<file path="config.mk">
export PLATFORM = sky130hd
export DESIGN_NAME = step_sequencer_flat
export DESIGN_NICKNAME = d
export VERILOG_FILES = /design/src/rtl/step_sequencer_if.sv /design/src/rtl/step_sequencer.sv /design/src/flat_wrapper.sv
export SDC_FILE = /design/constraint.sdc
export NUM_CORES = 1
export LEC_CHECK = 0
export CORE_MARGIN = 5
export CORE_UTILIZATION = 29
export DETAILED_ROUTE_END_ITERATION = 10
export DONT_BUFFER_PORTS = 1
export GPL_ROUTABILITY_DRIVEN = 0
export PLACE_DENSITY = 0.51
export SYNTH_ARGS = -nofsm -noshare
export SYNTH_HDL_FRONTEND = slang
export SYNTH_SLANG_ARGS = --single-unit
</file>
<file path="constraint.sdc">
create_clock -name clock -period 1.5 [get_ports clock]
set_input_delay 0.375 -clock clock [delete_from_list [all_inputs] [get_ports clock]]
set_output_delay 0.375 -clock clock [all_outputs]
set_load 0.02 [all_outputs]
</file>
<file path="src/rtl/step_sequencer_if.sv">
// Run/step handshake between the board keys, the control unit and the step sequencer.
// The master side drives the keys and control-unit status; the slave side is the sequencer.
interface step_sequencer_if #(
    parameter int RW = 8
);
    logic          run;
    logic          step_mode;
    logic          step;
    logic          instr_end;
    logic          halt;
    logic [1:0]    counter;
    logic          fetch;
    logic          running;
    logic          paused;
    logic          halted;
    logic [RW-1:0] retired;

    modport master (
        output run, step_mode, step, instr_end, halt,
        input  counter, fetch, running, paused, halted, retired
    );

    modport slave (
        input  run, step_mode, step, instr_end, halt,
        output counter, fetch, running, paused, halted, retired
    );
endinterface

</file>
<file path="src/rtl/step_sequencer.sv">
// Step counter and run/pause/halt control for one processor's control unit.
// Every output comes from registered state, so no input reaches an output combinationally.
module step_sequencer #(
    parameter int STEP_MAX = 3,
    parameter int RW       = 8
) (
    input  logic            clock,
    input  logic            reset_n,
    step_sequencer_if.slave bus
);
    typedef enum logic [1:0] {
        IDLE  = 2'd0,
        EXEC  = 2'd1,
        PAUSE = 2'd2,
        HALT  = 2'd3
    } state_t;

    localparam logic [1:0] STEP_LAST = 2'(STEP_MAX);

    state_t        state_r;
    logic [1:0]    counter_r;
    logic [RW-1:0] retired_r;
    logic          step_q_r;
    logic          boundary_s;
    logic          step_rise_s;

    // A forced boundary at STEP_LAST keeps the counter from ever passing it.
    assign boundary_s  = bus.instr_end || (counter_r == STEP_LAST);
    assign step_rise_s = bus.step && !step_q_r;

    // Sequencer state machine: state, step counter, retired count and step-key history.
    always_ff @(posedge clock or negedge reset_n) begin
        if (!reset_n) begin
            state_r   <= IDLE;
            counter_r <= 2'd0;
            retired_r <= '0;
            step_q_r  <= 1'b0;
        end else begin
            // Sampled in every state so a key already held on entry to PAUSE is not an edge.
            step_q_r <= bus.step;
            case (state_r)
                IDLE: begin
                    counter_r <= 2'd0;
                    if (bus.run) begin
                        state_r   <= EXEC;
                        retired_r <= '0;
                    end else begin
                        state_r <= IDLE;
                    end
                end
                EXEC: begin
                    if (bus.halt) begin
                        state_r   <= HALT;
                        counter_r <= 2'd0;
                    end else if (boundary_s) begin
                        retired_r <= retired_r + RW'(1'b1);
                        counter_r <= 2'd0;
                        if (!bus.run) begin
                            state_r <= IDLE;
                        end else if (bus.step_mode) begin
                            state_r <= PAUSE;
                        end else begin
                            state_r <= EXEC;
                        end
                    end else begin
                        counter_r <= counter_r + 2'd1;
                    end
                end
                PAUSE: begin
                    counter_r <= 2'd0;
                    if (!bus.run) begin
                        state_r <= IDLE;
                    end else if (step_rise_s) begin
                        state_r <= EXEC;
                    end else begin
                        state_r <= PAUSE;
                    end
                end
                HALT: begin
                    // Leaving HALT needs run low first; holding run high never restarts.
                    counter_r <= 2'd0;
                    if (!bus.run) begin
                        state_r <= IDLE;
                    end else begin
                        state_r <= HALT;
                    end
                end
                default: begin
                    state_r   <= IDLE;
                    counter_r <= 2'd0;
                end
            endcase
        end
    end

    assign bus.counter = counter_r;
    assign bus.retired = retired_r;
    assign bus.running = (state_r == EXEC);
    assign bus.paused  = (state_r == PAUSE);
    assign bus.halted  = (state_r == HALT);
    assign bus.fetch   = (state_r == EXEC) && (counter_r == 2'd0);
endmodule

</file>
<file path="src/flat_wrapper.sv">
// flat-port wrapper written by rule: the top's interface ports become plain ports
module step_sequencer_flat 
#(
    parameter int STEP_MAX = 3,
    parameter int RW       = 8
)
  (clock, reset_n, bus_run, bus_step_mode, bus_step, bus_instr_end, bus_halt, bus_counter, bus_fetch, bus_running, bus_paused, bus_halted, bus_retired);
  step_sequencer_if #(.RW(RW)) bus_i ();
  input  logic clock;
  input  logic reset_n;
  input wire logic [$bits(bus_i.run)-1:0] bus_run;
  input wire logic [$bits(bus_i.step_mode)-1:0] bus_step_mode;
  input wire logic [$bits(bus_i.step)-1:0] bus_step;
  input wire logic [$bits(bus_i.instr_end)-1:0] bus_instr_end;
  input wire logic [$bits(bus_i.halt)-1:0] bus_halt;
  output wire logic [$bits(bus_i.counter)-1:0] bus_counter;
  output wire logic [$bits(bus_i.fetch)-1:0] bus_fetch;
  output wire logic [$bits(bus_i.running)-1:0] bus_running;
  output wire logic [$bits(bus_i.paused)-1:0] bus_paused;
  output wire logic [$bits(bus_i.halted)-1:0] bus_halted;
  output wire logic [$bits(bus_i.retired)-1:0] bus_retired;
  assign bus_i.run = bus_run;
  assign bus_i.step_mode = bus_step_mode;
  assign bus_i.step = bus_step;
  assign bus_i.instr_end = bus_instr_end;
  assign bus_i.halt = bus_halt;
  assign bus_counter = bus_i.counter;
  assign bus_fetch = bus_i.fetch;
  assign bus_running = bus_i.running;
  assign bus_paused = bus_i.paused;
  assign bus_halted = bus_i.halted;
  assign bus_retired = bus_i.retired;
  step_sequencer #(.STEP_MAX(STEP_MAX), .RW(RW)) u_core (.clock(clock), .reset_n(reset_n), .bus(bus_i));
endmodule
</file>
==> impl_metrics.env <==
export IMPL_power_net_switching_uw=745
export IMPL_grt_max_degree=15
export IMPL_syn_to_final_growth_pct=54.6
export IMPL_synth_area_top_cells="dfrtp_1 (46%), a21oi_1 (6.3%), o21ai_0 (6.3%)"
export IMPL_start_util=0.296
export IMPL_antenna_found_initial=0
export IMPL_cts_sinks=13
export IMPL_clkPwrFrac=0.123
export IMPL_ant_nets=0
export IMPL_cts_buffers_inserted=3
export IMPL_critPathKind="reg2out"
export IMPL_finalCritPeriodShare=1.04
export IMPL_violations="setup timing"
export IMPL_route_met3_wl_um=155
export IMPL_yosysWarnings=0
export IMPL_drc_errors=0
export IMPL_slew_headroom=0.585
export IMPL_die_area_mm2=0.00355
export IMPL_crit_family="flip-flops"
export IMPL_syn_cell_area_um2=713
export IMPL_fin_nets=113
export IMPL_p_int_mw=1.09
export IMPL_max_freq_ghz=0.640
export IMPL_worstPathArrival_ns=1.19
export IMPL_clk_latency_ns=0.28
export IMPL_start_kind="flip-flop"
export IMPL_cts_clk_slew_worst_paths_ns=0.08
export IMPL_tightest_slew_ns=0.621
export IMPL_wl_met1_um=839
export IMPL_min_path_type="in2reg"
export IMPL_std_cell_rows=18
export IMPL_via_count=675
export IMPL_yosysMostFrequentCell="dfrtp_1"
export IMPL_synth_seq_cells=13
export IMPL_htreeDepth=1
export IMPL_ys_types=27
export IMPL_drtPass1Iterations=4
export IMPL_cap_violations=0
export IMPL_p_leak_nw=0.470
export IMPL_place_ws_ns=-0.0281
export IMPL_sw_frac_of_total=0.406
export IMPL_setup_viol=1
export IMPL_crit_fanout=2
export IMPL_rsz0062_at_grt="yes"
export IMPL_grt_pass1_wl_mm=2.99
export IMPL_required_ns=1.12
export IMPL_outcome="complete, but fails checks"
export IMPL_power_total_mw=1.83
export IMPL_p_per_area_mw_per_mm2=1660
export IMPL_via_per_inst=5.11
export IMPL_crit_chain="buf_6 -> inv_4 -> ha_4 -> and2_4"
export IMPL_port_buffers=0
export IMPL_synth_flop_cell="dfrtp_1"
export IMPL_synth_edf_count=0
export IMPL_ios=21
export IMPL_combPwrFrac=0.583
export IMPL_synthCells=76
export IMPL_grt_usage=0.114
export IMPL_top_layer="met4"
export IMPL_grt_overflow_total=0
export IMPL_cp_slowest_stage_delay_ns=0.44
export IMPL_wirelength_mm=2.00
export IMPL_core_area_mm2=0.00241
export IMPL_dp_hpwl_mm=1.26
export IMPL_path_buf_inv=2
export IMPL_root_buffer="clkbuf_4"
export IMPL_synth_area_per_cell_um2=9.38
export IMPL_maxSlewViolCount=0
export IMPL_ir_drop_mv=0.994
export IMPL_fin_tns_setup_ns=-0.0625
export IMPL_first_global_vias=668
export IMPL_wl_met2_um=974
export IMPL_synthTopCellsByCount="dfrtp_1 (13), a21oi_1 (9), o21ai_0 (9)"
export IMPL_antenna_cells=0
export IMPL_ys_seq_area_frac=0.456
export IMPL_p_seq_frac=0.295
export IMPL_drt_iter0_markers=10
export IMPL_fp_dieH_um=59.6
export IMPL_finClkSkew_ns=0.00509
export IMPL_period_minus_slack_ns=1.56
export IMPL_die_width_um=59.6
export IMPL_fin_ws_ns=-0.0625
export IMPL_wl_per_cell_um=15.1
export IMPL_async_reset_ff_frac=1.00
export IMPL_fill_cells=219
export IMPL_cts_max_path_buffers=2
export IMPL_synth_nets=86
export IMPL_yosysTopAreaCell="dfrtp_1"
export IMPL_final_layout_size_suffix_gt1_frac=0.500
export IMPL_cp_slowest_cell="dfrtp_2"
export IMPL_endpoint_kind="primary output"
export IMPL_hold_viol=0
export IMPL_synthDominantCellAreaShare=0.456
export IMPL_cts_tree="built"
-- worst paths after layout --
kind                                                   start                                end  slack, ns  cells past startpoint
min                                                 bus_step          u_core.step_q_r$_DFF_PN0_       0.12                      0
max                          u_core.bus.counter[0]$_DFF_PN0_                          bus_fetch      -0.06                      4
min in group asynchronous                            reset_n  u_core.bus.retired[5]$_DFFE_PN0P_       0.55                      1
max in group asynchronous                            reset_n    u_core.bus.counter[1]$_DFF_PN0_       0.51                      1
min reg2reg                u_core.bus.retired[1]$_DFFE_PN0P_  u_core.bus.retired[1]$_DFFE_PN0P_       0.57                      2
max reg2reg                    u_core.state_r[1]$_DFFE_PN0P_  u_core.bus.retired[6]$_DFFE_PN0P_       0.03                      6
-- registers in the layout, summed over array words and instances, names as in the netlist --
register            cells
u_core.step_q_r         1
u_core.state_r          2
u_core.bus.retired      8
u_core.bus.counter      2
-- stage by stage --
| stage | cells | util | cell area (um2) | hold WS, ns |
|---|---|---|---|---|
| detailed placement | 116 | 0.359 | 865 | 0.0800 |
| global route | 132 | 0.457 | 1100 | 0.0953 |
| CTS | 123 | 0.399 | 962 | 0.107 |
| global placement | 116 | 0.359 | 865 | 0.0798 |
| floorplan | 76 | - | 748 | 0.0794 |
| finish | 132 | 0.457 | 1100 | 0.124 |
-- power by group through the flow --
stage / combinational [mW] / clock, mW / sequential [mW]
finish: 1.07 / 0.225 / 0.540
global route: 1.15 / 0.253 / 0.554
CTS: 0.798 / 0.241 / 0.552
detailed placement: 0.689 / 0 / 0.542
global placement: 0.678 / 0 / 0.542
floorplan: 0.421 / 0 / 0.582
-- metal layers --
| metal | vias to the layer above | track usage |
|---|---|---|
| li1 | 333 | - |
| met1 | 319 | 0.135 |
| met2 | 19 | 0.176 |
| met3 | 4 | 0.0458 |
| met4 | 0 | 0.0570 |
| met5 | - | 0 |
-- placed cells by master, fill, tap and decap left out --
cell and instances:
and2_4 1, inv_4 2, ha_2 1, o21ai_0 7, o21ba_4 1, nand3_1 3
clkbuf_4 3, and2b_1 1, and2_2 1, or3_4 2, buf_4 14, or3_1 3
buf_6 8, and2_1 1, nand4_1 1, nand2b_1 3, a31oi_1 1, a21oi_2 4
mux2i_4 2, ha_4 2, a32oi_1 1, nor3_1 1, or4_4 1, inv_1 1
dfrtp_2 3, o31ai_1 3, nand2_2 1, dfrtp_1 10, and3b_1 1, clkbuf_1 1
buf_2 1, o21ai_1 2, and3_1 2, a21oi_1 5, nand2_1 2, nor2b_4 3
dlygate4sd3_1 1, or2_2 1, nor2_1 1
-- area by class of cell --
cell class,count,area [um2],share of cell area
clock buffer,4,26.3,0.0238
tap,30,37.5,0.0341
multi-input combinational,58,483,0.438
timing repair buffer,24,210,0.191
sequential,13,329,0.299
inverter,3,16.3,0.0148
-- worst register-to-register path, cell delays in order (launching register included) --
cell and delay [ns]:
dfrtp_1 0.41, buf_6 0.15, buf_6 0.11, nor2b_4 0.10, nand4_1 0.13, or3_4 0.39, a21oi_2 0.11
-- logic make-up after synthesis --
kind of cell             after synthesis  synth area share
adder cells (fa/ha/maj)                3            0.0526
flip-flops                            13             0.456
buffers and inverters                  6            0.0386
multiplexers                           1            0.0193
AND/OR/NAND/NOR                       29             0.240
AO/OA/AOI/OAI                         24             0.193
-- repair_timing --
action                                  CTS  global route
endpoints found under the setup margin    8            12
pin swaps                                 1            10
hold endpoints to repair                 13             0
buffers inserted                          1             8
resized for setup                        14            20
gates cloned                              1             1
hold buffers                              1             0
Note: power is estimated with default switching activity, not from simulation.
==> edit, RTL diff (same flow settings) <==
`RW` is set to 8 in 3 places; all go to 9.
--- a/src/rtl/step_sequencer_if.sv
+++ b/src/rtl/step_sequencer_if.sv
@@ -1,7 +1,7 @@
 // Run/step handshake between the board keys, the control unit and the step sequencer.
 // The master side drives the keys and control-unit status; the slave side is the sequencer.
 interface step_sequencer_if #(
-    parameter int RW = 8
+    parameter int RW = 9
 );
     logic          run;
     logic          step_mode;
--- a/src/rtl/step_sequencer.sv
+++ b/src/rtl/step_sequencer.sv
@@ -2,7 +2,7 @@
 // Every output comes from registered state, so no input reaches an output combinationally.
 module step_sequencer #(
     parameter int STEP_MAX = 3,
-    parameter int RW       = 8
+    parameter int RW       = 9
 ) (
     input  logic            clock,
     input  logic            reset_n,
--- a/src/flat_wrapper.sv
+++ b/src/flat_wrapper.sv
@@ -2,7 +2,7 @@
 module step_sequencer_flat 
 #(
     parameter int STEP_MAX = 3,
-    parameter int RW       = 8
+    parameter int RW       = 9
 )
   (clock, reset_n, bus_run, bus_step_mode, bus_step, bus_instr_end, bus_halt, bus_counter, bus_fetch, bus_running, bus_paused, bus_halted, bus_retired);
   step_sequencer_if #(.RW(RW)) bus_i ();
Interface: changed (resized bus_retired); port bits go from 21 to 22. No check against the original RTL was run, so the function may have changed too.
==> edit against the original RTL <==
The run still ends with negative setup slack left; register-to-register slack worse by 60 ps; sequential cell count increased by 1; design area grew 11%; synthesized area grew 11%; via count up 16%; sequential share of layout area decreased by 0.49 points; clock power rose by 2%; power is 6.6% higher; highest routed layer unchanged; setup slack got worse by 10 ps; routed wire length increased by 13%.
==> edit: results (changes against the original RTL) <==
status finished with violations (unchanged); failing checks negative setup slack (unchanged); r2r worst-path depth 5 (was 6); routed wire length on met3 142 µm (was 155 µm); Final WS setup -72.6 ps (was -62.5 ps); crit path max-delay cell type dfrtp_2 (unchanged); met2 wire len 1140 µm (was 974 µm); PostCTS Resize Cnt 16 (was 14); I/O Buffers 0 (unchanged); Clock Power 229 µW (was 225 µW); Synth cell types 29 (was 27); main area contributors after synthesis dfrtp_1 (44%), o21ai_0 (5.7%), a21oi_1 (5.1%) (was dfrtp_1 (46%), a21oi_1 (6.3%), o21ai_0 (6.3%)); # hold bufs at CTS 1 (unchanged); antenna violations before repair 0 (unchanged); setup violators final 3 (was 1); Post-Syn Nets 92 (was 86); leakage 0.526 nW (was 0.470 nW); hpwl dp 1520 µm (was 1260 µm); met2 usage 19.9% (was 17.6%); VDD IR max 0.864 mV (was 0.994 mV); sequential power share 30.1% (was 29.5%); global routing usage on met1 14.1% (was 13.5%); Fill cells 271 (was 219); Post-synth top cells dfrtp_1 (14), o21ai_0 (9), a21oi_1 (8) (was dfrtp_1 (13), a21oi_1 (9), o21ai_0 (9)); Placement Cell Area 970 µm² (was 865 µm²); layout cells sized above 1 53.5% (was 50.0%); Longest Clk Path Bufs 2 (unchanged); worst clock skew 2.71 ps (was 5.09 ps); r2r endpoint u_core.bus.retired[8] (was u_core.bus.retired[6]); met1 wire length 961 µm (was 839 µm); crit path from u_core.bus.counter[1] (was u_core.bus.counter[0]); number of global-route vias before repair 817 (was 668); Slew HR 55.5% (was 58.5%); Area growth syn-to-layout 54.1% (was 54.6%); vias 784 (was 675); Tot Pwr 1.96 mW (was 1.83 mW); hold depth 0 (unchanged); final WL 2260 µm (was 2000 µm); Final nets 125 (was 113); sequential element share of the synthesized area 44.3% (was 45.6%); Cell Int Power 1.17 mW (was 1.09 mW); r2r setup slk -30 ps (was 30 ps); first-pass GRT wire length 3840 µm (was 2990 µm); initial drt markers 14 (was 10); max reg flops 9 (was 8); Setup Buffers After CTS 7 (was 1); largest net degree at the start of global routing 15 (unchanged); setup_tns -123 ps (was -62.5 ps); GRT met3 Usage 5.41% (was 4.58%); global router's overall resource usage 12.1% (was 11.4%)
-- edit: per-stage QoR --
step           hold WS, ps  setup WS (ps)  std cells
4_1_cts               91.6           -134        142
5_1_grt               80.9           -122        145
3_3_place_gp          79.8          -25.7        129
6_report               112          -72.6        145
3_5_place_dp          79.8          -80.4        129
2_1_floorplan         79.4          -17.6         82
-- edit: critical path: cells and delay by family (launching register included) --
family | cells | cell delay, ps
and+or+nand+nor | 1 | 160
buffers and inverters | 2 | 200
adders and majority gates | 1 | 110
DFF | 1 | 440
-- edit: area by class of cell --
class,instances,share of cell area (%)
well taps,31,3.18
inverters,4,2.05
multi-input cells,63,42.7
repair buffers,29,20.5
clock buffers,4,2.16
flip-flops and latches,14,29.4
-- edit: cell families after synthesis --
kind of cell | count (synthesis) | synth area share, %
compound gates | 26 | 21.8
fa+ha+maj | 3 | 4.75
buf+inv | 6 | 3.80
flops | 14 | 44.3
mux | 2 | 3.16
simple gates | 31 | 22.2
